`config.mk`:
```
export PLATFORM = sky130hd
export DESIGN_NAME = dmem_arbiter
export DESIGN_NICKNAME = d
export VERILOG_FILES = /design/src/rtl/dmem_arbiter.sv
export SDC_FILE = /design/constraint.sdc
export NUM_CORES = 1
export LEC_CHECK = 0
export ABC_AREA = 1
export BUFFER_PORTS_ARGS = -buffer_cell sky130_fd_sc_hd__buf_2
export CAP_MARGIN = 20
export CORE_UTILIZATION = 40
export DETAILED_ROUTE_END_ITERATION = 12
export PLACE_DENSITY = 0.79
export SLEW_MARGIN = 20
export SYNTH_ARGS = -nofsm -noshare
export SYNTH_HDL_FRONTEND = slang
export SYNTH_SLANG_ARGS = --single-unit
```
`constraint.sdc`:
```
create_clock -name clk -period 2 [get_ports clk]
set_clock_uncertainty 0.05 [all_clocks]
set_input_delay 0.2 -clock clk [delete_from_list [all_inputs] [get_ports clk]]
set_output_delay 0.2 -clock clk [all_outputs]
set_load 0.02 [all_outputs]
```
`src/rtl/dmem_arbiter.sv`:
```
// dmem_arbiter: shares the single DataMemory port between master 0 (pipeline MEM
// stage) and master 1 (loader/debug). One access per cycle, combinational grant,
// registered read data with a one-cycle valid strobe, and locked ownership for
// atomic read-modify-write sequences.
// Optional build macro DMEM_ARB_RR_EN: round-robin tie-break in IDLE instead of
// fixed m0 priority.
module dmem_arbiter #(
    parameter int unsigned AW = 32,
    parameter int unsigned DW = 32
) (
    input  logic          clk,
    input  logic          rst_n,
    input  logic          m0_req,
    input  logic          m0_we,
    input  logic          m0_lock,
    input  logic [AW-1:0] m0_addr,
    input  logic [DW-1:0] m0_wdata,
    output logic          m0_gnt,
    output logic          m0_rvalid,
    output logic [DW-1:0] m0_rdata,
    input  logic          m1_req,
    input  logic          m1_we,
    input  logic          m1_lock,
    input  logic [AW-1:0] m1_addr,
    input  logic [DW-1:0] m1_wdata,
    output logic          m1_gnt,
    output logic          m1_rvalid,
    output logic [DW-1:0] m1_rdata,
    output logic          mem_MemRead,
    output logic          mem_MemWrite,
    output logic [AW-1:0] mem_address,
    output logic [DW-1:0] mem_writeData,
    input  logic [DW-1:0] mem_readData,
    output logic          busy
);

    typedef enum logic [1:0] {StIdle, StOwn0, StOwn1} arbStateT;

    arbStateT      state;
    logic          pick0;
    logic          pick1;
    logic          anyPick;
    logic          winWe;
    logic [AW-1:0] winAddr;
    logic [DW-1:0] winWdata;
    logic [AW-1:0] addrHeld;
    logic [DW-1:0] wdataHeld;

`ifdef DMEM_ARB_RR_EN
    logic          lastOwner;   // 0 = m0 granted last, 1 = m1 granted last
`endif

    // Grant decision from current state and requests.
    always_comb begin
        pick0 = 1'b0;
        pick1 = 1'b0;
        unique case (state)
            StIdle: begin
                if (m0_req && m1_req) begin
`ifdef DMEM_ARB_RR_EN
                    pick0 = lastOwner;
                    pick1 = ~lastOwner;
`else
                    pick0 = 1'b1;
`endif
                end else begin
                    pick0 = m0_req;
                    pick1 = m1_req;
                end
            end
            StOwn0:  pick0 = m0_req;
            StOwn1:  pick1 = m1_req;
            default: ;
        endcase
    end

    // Winner's access fields; m1 only wins when m0 is not picked.
    always_comb begin
        anyPick  = pick0 | pick1;
        winWe    = pick0 ? m0_we    : m1_we;
        winAddr  = pick0 ? m0_addr  : m1_addr;
        winWdata = pick0 ? m0_wdata : m1_wdata;
    end

    // Memory-side outputs; grants forced low while reset is asserted so every output
    // shows its reset value even if a master keeps requesting.
    always_comb begin
        m0_gnt        = pick0 & rst_n;
        m1_gnt        = pick1 & rst_n;
        mem_MemRead   = anyPick & ~winWe & rst_n;
        mem_MemWrite  = anyPick & winWe & rst_n;
        mem_address   = (anyPick && rst_n) ? winAddr  : addrHeld;
        mem_writeData = (anyPick && rst_n) ? winWdata : wdataHeld;
    end

    // Ownership FSM with registered busy flag.
    always_ff @(posedge clk or negedge rst_n) begin
        if (!rst_n) begin
            state <= StIdle;
            busy  <= 1'b0;
        end else begin
            unique case (state)
                StIdle: begin
                    if (pick0 && m0_lock) begin
                        state <= StOwn0;
                        busy  <= 1'b1;
                    end else if (pick1 && m1_lock) begin
                        state <= StOwn1;
                        busy  <= 1'b1;
                    end
                end
                StOwn0: begin
                    // While owned and requesting, m0 is always granted, so only lock matters.
                    if (!m0_req || !m0_lock) begin
                        state <= StIdle;
                        busy  <= 1'b0;
                    end
                end
                StOwn1: begin
                    if (!m1_req || !m1_lock) begin
                        state <= StIdle;
                        busy  <= 1'b0;
                    end
                end
                default: begin
                    state <= StIdle;
                    busy  <= 1'b0;
                end
            endcase
        end
    end

    // Remember the last driven address/data so they hold when nobody is granted.
    always_ff @(posedge clk or negedge rst_n) begin
        if (!rst_n) begin
            addrHeld  <= '0;
            wdataHeld <= '0;
        end else if (anyPick) begin
            addrHeld  <= winAddr;
            wdataHeld <= winWdata;
        end
    end

    // Capture read data on the grant edge; valid strobes for exactly the next cycle.
    always_ff @(posedge clk or negedge rst_n) begin
        if (!rst_n) begin
            m0_rvalid <= 1'b0;
            m1_rvalid <= 1'b0;
            m0_rdata  <= '0;
            m1_rdata  <= '0;
        end else begin
            m0_rvalid <= pick0 & ~m0_we;
            m1_rvalid <= pick1 & ~m1_we;
            if (pick0 && !m0_we) begin
                m0_rdata <= mem_readData;
            end
            if (pick1 && !m1_we) begin
                m1_rdata <= mem_readData;
            end
        end
    end

`ifdef DMEM_ARB_RR_EN
    // Track the most recent grant for the round-robin tie-break; reset favours m0.
    always_ff @(posedge clk or negedge rst_n) begin
        if (!rst_n) begin
            lastOwner <= 1'b1;
        end else if (pick0) begin
            lastOwner <= 1'b0;
        end else if (pick1) begin
            lastOwner <= 1'b1;
        end
    end
`endif

endmodule
```
Word-level counts from Yosys, hierarchy flattened

Index checks and enable logic that the tools add are counted.

Flip-flop bits (word level): 133
Output and inout port bits: 135
Word-level logic and storage cells: 60

Equal/unequal tests: 5
Mux-type cells: 19
Bitwise operators: 12
Reductions and logical operators: 16

Operators by type and width:

| kind                                                            | count |
|---|---|
| 32-bit 2-to-1 mux                                               | 4 |
| 1-bit AND                                                       | 8 |
| 2-bit 2-to-1 mux                                                | 4 |
| 1-bit 2-to-1 mux                                                | 7 |
| 1-bit logical AND                                               | 6 |
| 1-bit logical NOT                                               | 6 |
| 2-bit case mux with 3 select lines                              | 1 |
| 2-bit inequality test, second input constant                    | 2 |
| 1-bit case mux with 2 select lines                              | 2 |
| 3-bit inequality test, second input constant                    | 1 |
| 1-bit NOT                                                       | 3 |
| 1-bit case mux with 3 select lines                              | 1 |
| 3-bit AND reduction                                             | 1 |
| 2-bit by 1-bit == test with 1-bit output, second input constant | 1 |
| 2-bit == test, second input constant                            | 1 |
| 2-bit logical NOT                                               | 1 |
| 1-bit logical OR                                                | 2 |
| 1-bit bitwise OR                                                | 1 |

Longest topological paths before layout

Depth in word-level cells: 7
Depth in mapped cells: 9

Worst setup path before layout

OpenSTA, ideal clock, no wires.

Path type: register to output
Start point: register state[1]
End point: output port mem_address[0]
Data arrival time: 1277 ps
Required time: 1750 ps
Slack: 473 ps
Cell stages (with the launch flop): 9
Path through: dfrtp_1 inv_2 nand2_4 nand2_4 nand2_2 inv_2 buf_6 buf_4 o21ai_1

Longest elaborated chain between the ends: 5
Elaborated cells between the ends (all ways): 9

Ends and longest elaborated chain:

| item                                                                   | line | text |
|---|---|---|
| from (decl)                                                            | 39   | `arbStateT state;` |
| from (signal assigned)                                                 | 99   | `state <= StIdle;` |
| from (signal assigned)                                                 | 105  | `state <= StOwn0;` |
| from (signal assigned)                                                 | 108  | `state <= StOwn1;` |
| 2-bit by 1-bit == test with 1-bit output, or another cell as far along | 57   | `unique case (state)` |
| 1-bit case mux with 2 select lines                                     | 57   |  |
| 1-bit bitwise OR                                                       | 79   | `anyPick = pick0 \| pick1;` |
| 1-bit logical AND                                                      | 92   | `mem_address = (anyPick && rst_n) ? winAddr : addrHeld;` |
| 32-bit 2-to-1 mux (*)                                                  | 92   |  |
| to (decl)                                                              | 31   | `output logic [AW-1:0] mem_address,` |

Every way passes the cells marked *; elsewhere a longest branch is shown, timed or not.

Final worst setup path

Start point: register state[1]
End point: output port mem_address[2]

The elaborated chain is that of the path after synthesis.

==> metrics.txt <==
initial drt markers=270; synthesized flop and latch total=approximately 130; Clock Latency Late Sink=~0.41 ns; CP max stage delay=0.39 ns; clk buf depth=2; Hold Worst Slack=around 0.017 ns; Total Wirelength=21700 um; Setup CP Type=register to primary output; Chip Width=approximately 130 um; count of final setup violators=42; Clk pin slew, worst setup/hold paths=about 0.060 ns; Pwr Total=9.08 mW; initial antenna violation count=0; proportion of layout cells with a drive suffix above 1=a little under two fifths; IR drop worst, VDD=about 0.61 mV; min setup slack post-route=-0.0953 ns; ys async rst share=100%; CP top delay family=buffers and inverters; distinct cell type count after synthesis=19; Worst setup EP type=primary output; CP Cell Sequence=inv_2 -> nand2_4 -> inv_4 -> clkbuf_16 -> nand2_1 -> nand2_1 -> nand2_1 -> o21ai_1 -> buf_4; Pwr Density=885 nW/um^2; Hold Violations, Final=0; TritonCTS clock tree=yes; area of the multi-input gates=between 2000 and 3000 um^2; fillers=~1.4k; Slew Limit Headroom=between 50% and 60%; gr usage total=a little under a quarter; Area growth, synth to finish=51.2%; Top FF cell, synth=dfrtp_1; Final Wtd Congestion=0.798; Die Area=around 17000 um^2; top-area cell type share of the netlist area=49.0%; DRC=0; Nets=1402; unrepaired setup endpoints after global routing=true; syn_nets=1068; Sinks on Clock Net=133; core area=roughly 17000 um^2; most frequent cells after synthesis=nand2_1, dfrtp_1, inv_1, o21ai_1, o21ai_0; drt pass-1 iters=7; most area-hungry cell type in the Yosys netlist=dfrtp_1; dpl hpwl=12800 um; drt wl/cell=~15 um; f_max=0.477 GHz; CTS root buffer=clkbuf_16; via count=a little over 7k; Min Clock Period, post-route=between 2 and 2.5 ns; crit start category=register; H-tree depth=4; post-synthesis area per instance=around 7.5 um^2; Yosys warnings=0; buffer and inverter count on the worst path=4; Most Frequent Cell on Critical Path=nand2_1; top post-synthesis cells by area=dfrtp_1, nand2_1, o21ai_1; grt ovf=0; Worst path slowest cell=dfrtp_1; number of vias per cell=a little under 5; Worst Path Required=roughly 1.8 ns; worst hold path class=input port to register; CP Data Arrival Time=about 1.9 ns; Initial Util=40.9%; FP Rows=47; Max-Cap Viols=0; Post-Syn Instances=900; total negative slack=-0.825 ns; status=finished with violations; failing checks=setup timing; fin. max-slew vios=0; Post-Place Worst Slack=0.162 ns; CP Max Fanout=26; Port Buffers=302; leak pwr=5.65 nW; register area=around 3300 um^2; sequential-to-total area share from yosys stat=between 40% and 50%; slew at the pin closest to its max-slew limit=0.711 ns; Post-synth EDFFs=0; post-route ant nets=0; Mapped Area=between 6000 and 7000 um^2; die height=roughly 130 um; largest net degree at the start of global routing=about 130; CTS Buf Count=17; IO Count=303; first-pass GRT wire length=32400 um; Final Cycle Share=105%; vias in the first global route=approximately 6.6k; most numerous cell in the Yosys netlist=nand2_1; dpl cells=approximately 1.4k; n_diodes=0; Non-Filler Instances=roughly 1.5k
## final timing paths
| kind | startpoint | endpoint | slack, ns | cells past startpoint |
|---|---|---|---|---|
| worst max-delay path | state[1] | mem_address[2] | -0.1 | 9 |
| worst min-delay path | mem_readData[17] | m1_rdata[17] | 0.02 | 3 |
| worst max register to register | state[1] | m1_rdata[10] | 0.26 | 9 |
| worst min register to register | m0_rdata[16] | m0_rdata[16] | 0.43 | 2 |
| max in group asynchronous | rst_n | wdataHeld[31] | 0.90 | 3 |
| min in group asynchronous | rst_n | addrHeld[7] | 0.49 | 3 |
## logic make-up after synthesis
family	Yosys count	synth area share [%]
DFF	133	49.0
AOI/OAI and AO/OA	194	15.6
buffers and inverters	162	12.2
and+or+nand+nor	411	23.2
## worst register-to-register path: stages, from the launching register on
cell and delay (ns):
dfrtp_1 0.39, inv_2 0.08, nand2_4 0.09, inv_4 0.14
clkbuf_16 0.23, nor2_1 0.08, nand2_2 0.08, buf_12 0.29
nand2_1 0.16, o21ai_2 0.08
## stage by stage
step           utilization [%]  area [um^2]
3_3_place_gp              50.3         8350
3_5_place_dp              50.3         8350
2_1_floorplan                -         6790
4_1_cts                   59.2         9820
5_1_grt                   61.9        10300
6_report                  61.9        10300
## power by group
part / switching [mW] / internal, mW
clock network: 1.17 / 1.73
logic: 1.73 / 1.17
registers: 0.173 / 3.09
## registers in the layout, indices dropped and copies added, names as in the netlist
signal,cells
addrHeld,32
busy,1
m0_rdata,32
m0_rvalid,1
m1_rdata,32
m1_rvalid,1
state,2
wdataHeld,32
## placed cells by master, fill, tap and decap left out, drive strengths merged
| cell type | instances |
|---|---|
| dfrtp | 133 |
| nand2 | 398 |
| clkinv | 7 |
| nor2 | 10 |
| bufinv | 1 |
| a21oi | 2 |
| buf | 334 |
| dlygate4sd3 | 28 |
| nand3 | 2 |
| o21ai | 192 |
| nor3 | 1 |
| bufbuf | 3 |
| clkinvlp | 2 |
| clkbuf | 24 |
| inv | 108 |
## timing repair
action / CTS / global route
hold buffers: 28 / 0
setup endpoints to repair: 65 / 70
buffers inserted: 9 / 2
gates cloned: 8 / 6
pin swaps: 4 / 4
hold endpoints to repair: 164 / 0
resized for setup: 112 / 80
## layout make-up
type / instances / share of cell area [%]
clock buffers: 19 / 4.32
well taps: 220 / 2.68
flip-flops and latches: 133 / 32.4
clock inverters: 11 / 1.01
inverters: 107 / 4.09
multi-input cells: 605 / 28.5
repair buffers: 370 / 27.0
## per-layer routing
layer | GRT usage (%) | vias up | wire (um)
li1 | - | 3453 | -
met1 | 28.7 | 3285 | 8930
met2 | 40.3 | 271 | 10800
met3 | 3.96 | 70 | 1140
met4 | 12.1 | 0 | 846
met5 | 0 | - | 0
Note: power is estimated with default switching activity, not from simulation.
